File: config.mk
export PLATFORM = sky130hd
export DESIGN_NAME = half_mul_sched
export DESIGN_NICKNAME = d
export VERILOG_FILES = /design/src/rtl/half_mul_pkg.sv /design/src/rtl/half_mul_iter.sv /design/src/rtl/half_mul_sched.sv
export SDC_FILE = /design/constraint.sdc
export NUM_CORES = 1
export LEC_CHECK = 0
export BUFFER_PORTS_ARGS = -buffer_cell sky130_fd_sc_hd__clkbuf_2
export CORE_MARGIN = 10
export CORE_UTILIZATION = 60
export CTS_CLUSTER_SIZE = 16
export DETAILED_ROUTE_END_ITERATION = 8
export PLACE_DENSITY_LB_ADDON = 0.05
export RECOVER_POWER = 100
export SYNTH_ARGS = -nofsm -noshare
export SYNTH_HDL_FRONTEND = slang
export SYNTH_SLANG_ARGS = --single-unit
File: constraint.sdc
create_clock -name clk -period 5.5 [get_ports clk]
set_input_delay 0.275 -clock clk [delete_from_list [all_inputs] [get_ports clk]]
set_output_delay 0.275 -clock clk [all_outputs]
set_load 0.005 [all_outputs]
File: src/rtl/half_mul_pkg.sv
// Shared constants and the operation-sequencing state type for the
// shared half-format multiplier.
package half_mul_pkg;

    localparam int EXP_W    = 5;
    localparam int FRAC_W   = 11;
    localparam int WORD_W   = 16;
    localparam int MUL_CYC  = 11;
    localparam int NORM_MAX = 10;
    localparam int ACC_W    = 2 * FRAC_W;

    typedef enum logic [1:0] {
        IDLE,
        MUL,
        NORM,
        RESP
    } state_e;

endpackage

File: src/rtl/half_mul_iter.sv
// Iterative {exp, frac} multiplier core: 11 shift-add cycles, then a
// left-normalise loop of up to 10 shifts, then a one-cycle done pulse.
module half_mul_iter
    import half_mul_pkg::*;
(
    input  logic              clk,
    input  logic              rst_n,
    input  logic              start_i,
    input  logic [WORD_W-1:0] a_i,
    input  logic [WORD_W-1:0] b_i,
    output logic              done_o,
    output logic [WORD_W-1:0] result_o
);

    localparam int CNT_W = $clog2(MUL_CYC);

    state_e              state_q, state_d;
    logic [CNT_W-1:0]    cnt_q, cnt_d;
    logic [FRAC_W-1:0]   fa_q, fa_d;
    logic [FRAC_W-1:0]   fb_q, fb_d;
    logic [ACC_W-1:0]    acc_q, acc_d;
    logic [EXP_W-1:0]    exp_q, exp_d;
    logic [WORD_W-1:0]   result_q, result_d;
    logic                done_q, done_d;
    logic [FRAC_W-1:0]   p;

    // Truncated product: only the upper half of the accumulator matters.
    assign p = acc_q[ACC_W-1 -: FRAC_W];

    // Next-state and datapath for the multiply and normalise phases.
    always_comb begin
        // NOTE: every variable gets a default first so no path leaves it unassigned (no latches).
        state_d  = state_q;
        cnt_d    = cnt_q;
        fa_d     = fa_q;
        fb_d     = fb_q;
        acc_d    = acc_q;
        exp_d    = exp_q;
        result_d = result_q;
        done_d   = 1'b0;
        case (state_q)
            IDLE: begin
                if (start_i) begin
                    fa_d    = a_i[FRAC_W-1:0];
                    fb_d    = b_i[FRAC_W-1:0];
                    exp_d   = a_i[WORD_W-1 -: EXP_W] + b_i[WORD_W-1 -: EXP_W];
                    acc_d   = '0;
                    cnt_d   = '0;
                    state_d = MUL;
                end
            end
            MUL: begin
                // LSB-first: bit i of frac_b adds frac_a shifted by i.
                if (fb_q[0]) begin
                    acc_d = acc_q + (ACC_W'(fa_q) << cnt_q);
                end
                fb_d  = fb_q >> 1;
                cnt_d = cnt_q + 1'b1;
                if (cnt_q == CNT_W'(MUL_CYC - 1)) begin
                    state_d = NORM;
                end
            end
            NORM: begin
                if (p == '0) begin
                    result_d = '0;
                    done_d   = 1'b1;
                    state_d  = IDLE;
                end else if (p[FRAC_W-1]) begin
                    result_d = {exp_q, p};
                    done_d   = 1'b1;
                    state_d  = IDLE;
                end else begin
                    // Zeros enter from the right: the discarded low half never returns.
                    acc_d = {p[FRAC_W-2:0], 1'b0, acc_q[FRAC_W-1:0]};
                    exp_d = exp_q - 1'b1;
                end
            end
            default: state_d = IDLE;
        endcase
    end

    // Core register bank.
    always_ff @(posedge clk or negedge rst_n) begin
        // NOTE: datapath registers are reset too, so an aborted operation leaves nothing behind.
        if (!rst_n) begin
            state_q  <= IDLE;
            cnt_q    <= '0;
            fa_q     <= '0;
            fb_q     <= '0;
            acc_q    <= '0;
            exp_q    <= '0;
            result_q <= '0;
            done_q   <= 1'b0;
        end else begin
            // NOTE: non-blocking assignments so every register samples pre-edge values.
            state_q  <= state_d;
            cnt_q    <= cnt_d;
            fa_q     <= fa_d;
            fb_q     <= fb_d;
            acc_q    <= acc_d;
            exp_q    <= exp_d;
            result_q <= result_d;
            done_q   <= done_d;
        end
    end

    assign done_o   = done_q;
    assign result_o = result_q;

endmodule

File: src/rtl/half_mul_sched.sv
// Round-robin front end sharing one half_mul_iter among NREQ requesters,
// with a held response register until the sink accepts.
module half_mul_sched
    import half_mul_pkg::*;
#(
    parameter int NREQ = 4,
    parameter int IDW  = $clog2(NREQ)
) (
    input  logic                   clk,
    input  logic                   rst_n,
    input  logic [NREQ-1:0]        req_valid,
    output logic [NREQ-1:0]        req_ready,
    input  logic [WORD_W*NREQ-1:0] req_a,
    input  logic [WORD_W*NREQ-1:0] req_b,
    output logic                   rsp_valid,
    input  logic                   rsp_ready,
    output logic [WORD_W-1:0]      rsp_data,
    output logic [IDW-1:0]         rsp_id,
    output logic                   busy
);

    // MUL here spans the whole core computation (multiply and normalise).
    state_e            state_q, state_d;
    logic [IDW-1:0]    ptr_q, ptr_d;
    logic [IDW-1:0]    rsp_id_q, rsp_id_d;
    logic [WORD_W-1:0] rsp_data_q, rsp_data_d;
    logic [IDW-1:0]    grant_idx;
    logic              grant_found;
    logic              accept;
    logic              core_done;
    logic [WORD_W-1:0] core_result;
    logic [WORD_W-1:0] a_arr [NREQ];
    logic [WORD_W-1:0] b_arr [NREQ];

    for (genvar i = 0; i < NREQ; i++) begin : g_unpack
        assign a_arr[i] = req_a[WORD_W*i +: WORD_W];
        assign b_arr[i] = req_b[WORD_W*i +: WORD_W];
    end

    // Round-robin search: first valid requester from the pointer upward, wrapping.
    always_comb begin : arbiter
        int slot;
        slot        = 0;
        grant_found = 1'b0;
        grant_idx   = '0;
        for (int k = 0; k < NREQ; k++) begin
            slot = int'(ptr_q) + k;
            if (slot >= NREQ) slot = slot - NREQ;
            if (!grant_found && req_valid[slot[IDW-1:0]]) begin
                grant_found = 1'b1;
                grant_idx   = slot[IDW-1:0];
            end
        end
    end

    // Gating with rst_n keeps req_ready at zero while reset is held.
    assign accept = (state_q == IDLE) && grant_found && rst_n;

    // One-hot ready for the granted requester only.
    always_comb begin : ready_decode
        req_ready = '0;
        if (accept) req_ready[grant_idx] = 1'b1;
    end

    // Handshake sequencing: accept, wait for the core, hold the response.
    always_comb begin : fsm_next
        state_d    = state_q;
        ptr_d      = ptr_q;
        rsp_id_d   = rsp_id_q;
        rsp_data_d = rsp_data_q;
        case (state_q)
            IDLE: begin
                if (accept) begin
                    ptr_d    = (grant_idx == IDW'(NREQ - 1)) ? '0 : grant_idx + 1'b1;
                    rsp_id_d = grant_idx;
                    state_d  = MUL;
                end
            end
            MUL: begin
                if (core_done) begin
                    rsp_data_d = core_result;
                    state_d    = RESP;
                end
            end
            RESP: begin
                if (rsp_ready) state_d = IDLE;
            end
            default: state_d = IDLE;
        endcase
    end

    // State, pointer and response registers.
    always_ff @(posedge clk or negedge rst_n) begin
        if (!rst_n) begin
            state_q    <= IDLE;
            ptr_q      <= '0;
            rsp_id_q   <= '0;
            rsp_data_q <= '0;
        end else begin
            state_q    <= state_d;
            ptr_q      <= ptr_d;
            rsp_id_q   <= rsp_id_d;
            rsp_data_q <= rsp_data_d;
        end
    end

    half_mul_iter u_core (
        .clk      (clk),
        .rst_n    (rst_n),
        .start_i  (accept),
        .a_i      (a_arr[grant_idx]),
        .b_i      (b_arr[grant_idx]),
        .done_o   (core_done),
        .result_o (core_result)
    );

    assign rsp_valid = (state_q == RESP);
    assign rsp_data  = rsp_data_q;
    assign rsp_id    = rsp_id_q;
    assign busy      = (state_q != IDLE);

endmodule

==> impl_metrics.json <==
{
  "place_area_um2": 7770,
  "cts.sinks": 94,
  "finalPower_w": 0.00367,
  "vias_per_cell": 5.89,
  "register_area_um2": 2350,
  "clk_latency_ps": 350,
  "cts_tree": "built",
  "crit_fanout": 22,
  "synthesis.nets": 1020,
  "endpoint_kind": "register",
  "async_flop_share_pct": 100,
  "synthToLayoutAreaGrowth_pct": 15.3,
  "synth_xor_area_share_pct": 2.90,
  "synth_top_area_cell": "dfrtp_1",
  "relSlewSlack_pct": -14.1,
  "synth_compound_gate_area_share_pct": 17.6,
  "grt.total_usage_pct": 24.3,
  "final.min_clock_period_ps": 4150,
  "synthCells": 847,
  "topRoutingLayerUsed": "met4",
  "wl_per_cell_um": 17.9,
  "maxCapViolations": 1,
  "synthTopCellsByCount": "nand2_1 (206), dfrtp_1 (94), o21ai_0 (57)",
  "arrival_ps": 4410,
  "synthAdderAreaFrac_pct": 7.06,
  "synthTopCellsByArea": "dfrtp_1 (34%), nand2_1 (11%), mux2i_1 (8.1%)",
  "cp-startpoint": "u_core.cnt_q[1]$_DFFE_PN0P_",
  "critPathKind": "reg2reg",
  "fin_nets": 1149,
  "crit_slowest_cell": "dfrtp_1",
  "drt_wl_total_um": 20100,
  "cp-endpoint": "u_core.acc_q[17]$_DFFE_PN0P_",
  "drive_gt1_share_pct": 19.5,
  "hold_class": "in2reg",
  "met3_length_um": 1560,
  "rr_startpoint": "u_core.cnt_q[1]$_DFFE_PN0P_",
  "critPathRequiredTime_ps": 5760,
  "tightest_slew_ps": 1710,
  "status": "complete, but fails checks",
  "yosys_warnings": 0,
  "cts_buffers": 9,
  "place_congestion": 0.966,
  "synthSimpleGateAreaFrac_pct": 22.6,
  "synth-seq-area-share_pct": 33.9,
  "max_freq_ghz": 0.241,
  "seqPwrFrac_pct": 28.2,
  "grt_pass1_vias": 6635,
  "rsz0062_at_grt": "no",
  "fill_cells": 943,
  "yosysUniqueCellTypes": 67,
  "finalInstanceArea_um2": 8010,
  "antenna_found_initial": 0,
  "synth-edff-count": 0,
  "cts-root-buf": "clkbuf_16",
  "synth_top_family_by_area": "simple AND/OR/NAND/NOR gates",
  "grt_max_degree": 73,
  "synth_seq_cells": 94,
  "p_sw_w": 0.00172,
  "finalSetupViolCount": 0,
  "r2r_slack_ps": 1350,
  "drt.antenna.violating_nets": 0,
  "drt_iter0_drc": 594,
  "reg2reg_to": "u_core.acc_q[17]$_DFFE_PN0P_",
  "h-tree-depth": 3,
  "intPower_w": 0.00195,
  "switching_share_pct": 46.9,
  "fin_setup_tns_ps": 0,
  "ff2ff_path_depth": 13,
  "synth-main-ff-cell": "dfrtp_1",
  "rows": 39,
  "ioPinCount": 159,
  "antenna_cells": 0,
  "die_area_um2": 16300,
  "violations": "capacitance limit, slew limit",
  "hold_viol_final": 0,
  "grt_pass1_wl_um": 32900,
  "vdd_drop_max_mv": 0.323,
  "combPwrFrac_pct": 54.9,
  "dr_wl_met2_um": 9380,
  "critPathLaunchType": "register",
  "coreArea_um2": 11400,
  "port_buffers": 158,
  "dp_slack_ps": 1830,
  "wl_met1_um": 8660,
  "dpl.hpwl_um": 15900,
  "grt.overflow.total": 0,
  "crit_path_cell_trace": "mux2_2 > nor2_1 > a21oi_1 > a21boi_0 > nor2_1 > ha_1 > a21o_1 > a211oi_1 > o21ai_0 > a31oi_1 > o21ai_0 > mux2_2 > a32oi_1",
  "die_w_um": 128,
  "setup_ws_ps": 1350,
  "synth.most_common_cell": "nand2_1",
  "min_period_over_period_pct": 75.5,
  "synth.top_cell.area_share_pct": 33.9,
  "initial_utilization_pct": 61.1,
  "synthMuxAreaShare_pct": 12.0,
  "cts_max_path_buffers": 2,
  "p_clk_share_pct": 16.9,
  "vias": 6619,
  "first_pass_iters": 6,
  "clkTransAtPathRegs_ps": 70,
  "slowest_delay_ps": 830,
  "drv_slew": 73,
  "avgSynthCellArea_um2": 8.20,
  "multi_input_area_um2": 4280,
  "power.density_nw_per_um2": 458,
  "post_cts_buffers": 0,
  "syn_area_um2": 6950,
  "finalClockSkew_ps": 13.2,
  "drcViolationCount": 0,
  "die_h_um": 128,
  "power.leakage_nw": 4.07
}
-- metrics by stage --
| step | std cells | utilization, % | hold slack, ps |
|---|---|---|---|
| 5_1_grt | 1124 | 70.5 | 137 |
| 4_1_cts | 1124 | 71.1 | 112 |
| 3_3_place_gp | 1107 | 68.4 | 178 |
| 6_report | 1124 | 70.5 | 118 |
| 2_1_floorplan | 847 | - | -20.6 |
| 3_5_place_dp | 1107 | 68.4 | 185 |
-- placed cells by master (no fill, tap or decap), drive strengths merged, types with 11 or more instances in the layout --
cell,count
mux2,24
nand3,46
clkbuf,168
nand2b,11
and2,13
a21oi,30
mux2i,56
ha,36
a31oi,12
a21o,11
nor2,38
dfrtp,94
inv,27
nand2,207
xnor2,17
o21ai,72
-- worst max-delay path: cells and delay by family, from the launching register on --
kind | cells | cell delay (ps)
AO/OA/AOI/OAI | 8 | 1950
adder cells (fa/ha/maj) | 1 | 370
flip-flops | 1 | 830
multiplexers | 2 | 730
AND/OR/NAND/NOR | 2 | 190
-- power by group through the flow --
stage                     logic (W)  clock network, W  registers (W)
final                       0.00201          0.000620        0.00103
after global routing        0.00226          0.000649        0.00106
after CTS                   0.00203          0.000625        0.00103
after detailed placement    0.00201                 0        0.00104
after global placement      0.00194                 0        0.00103
after floorplan             0.00161                 0       0.000968
-- cells by family after synthesis --
group	count (synthesis)
xor+xnor	23
compound gates	188
fa+ha+maj	38
simple gates	354
buf+inv	70
mux	80
flops	94
-- timing repair --
item	4_1_cts	5_1_grt
hold buffers	1	0
resized for setup	0	0
hold endpoints to repair	22	0
-- flip-flops by register name, indices dropped and copies added (netlist names) --
signal           count
u_core.acc_q        22
rsp_data            16
u_core.result_o     16
u_core.fa_q         11
u_core.fb_q         11
u_core.exp_q         5
u_core.cnt_q         4
ptr_q                2
rsp_id               2
state_q              2
u_core.state_q       2
u_core.done_o        1
-- layout make-up --
class,instances,share of cell area (%)
clock buffers,9,2.81
clock inverters,7,0.890
inverters,24,1.12
multi-input cells,683,53.4
flip-flops and latches,94,29.4
well taps,143,2.23
repair buffers,164,10.2
-- how the worst min path moves through the flow --
stage          startpoint                 endpoint  slack, ps  cells after the start
5_1_grt         rsp_ready   state_q[1]$_DFFE_PN0P_        140                      2
3_5_place_dp        rst_n  rsp_data[7]$_DFFE_PN0P_        190                      1
2_1_floorplan       rst_n     ptr_q[0]$_DFFE_PN0P_        -20                      0
6_report        rsp_ready   state_q[1]$_DFFE_PN0P_        120                      2
3_3_place_gp        rst_n  rsp_data[5]$_DFFE_PN0P_        180                      1
4_1_cts         rsp_ready   state_q[1]$_DFFE_PN0P_        110                      2
-- metal layers --
layer | global-route usage (%) | vias up
met3 | 7.03 | 29
met1 | 31.5 | 3107
li1 | - | 3229
met4 | 7.81 | 0
met5 | 0 | -
met2 | 38.4 | 254
(Power assumes the default switching activity.)
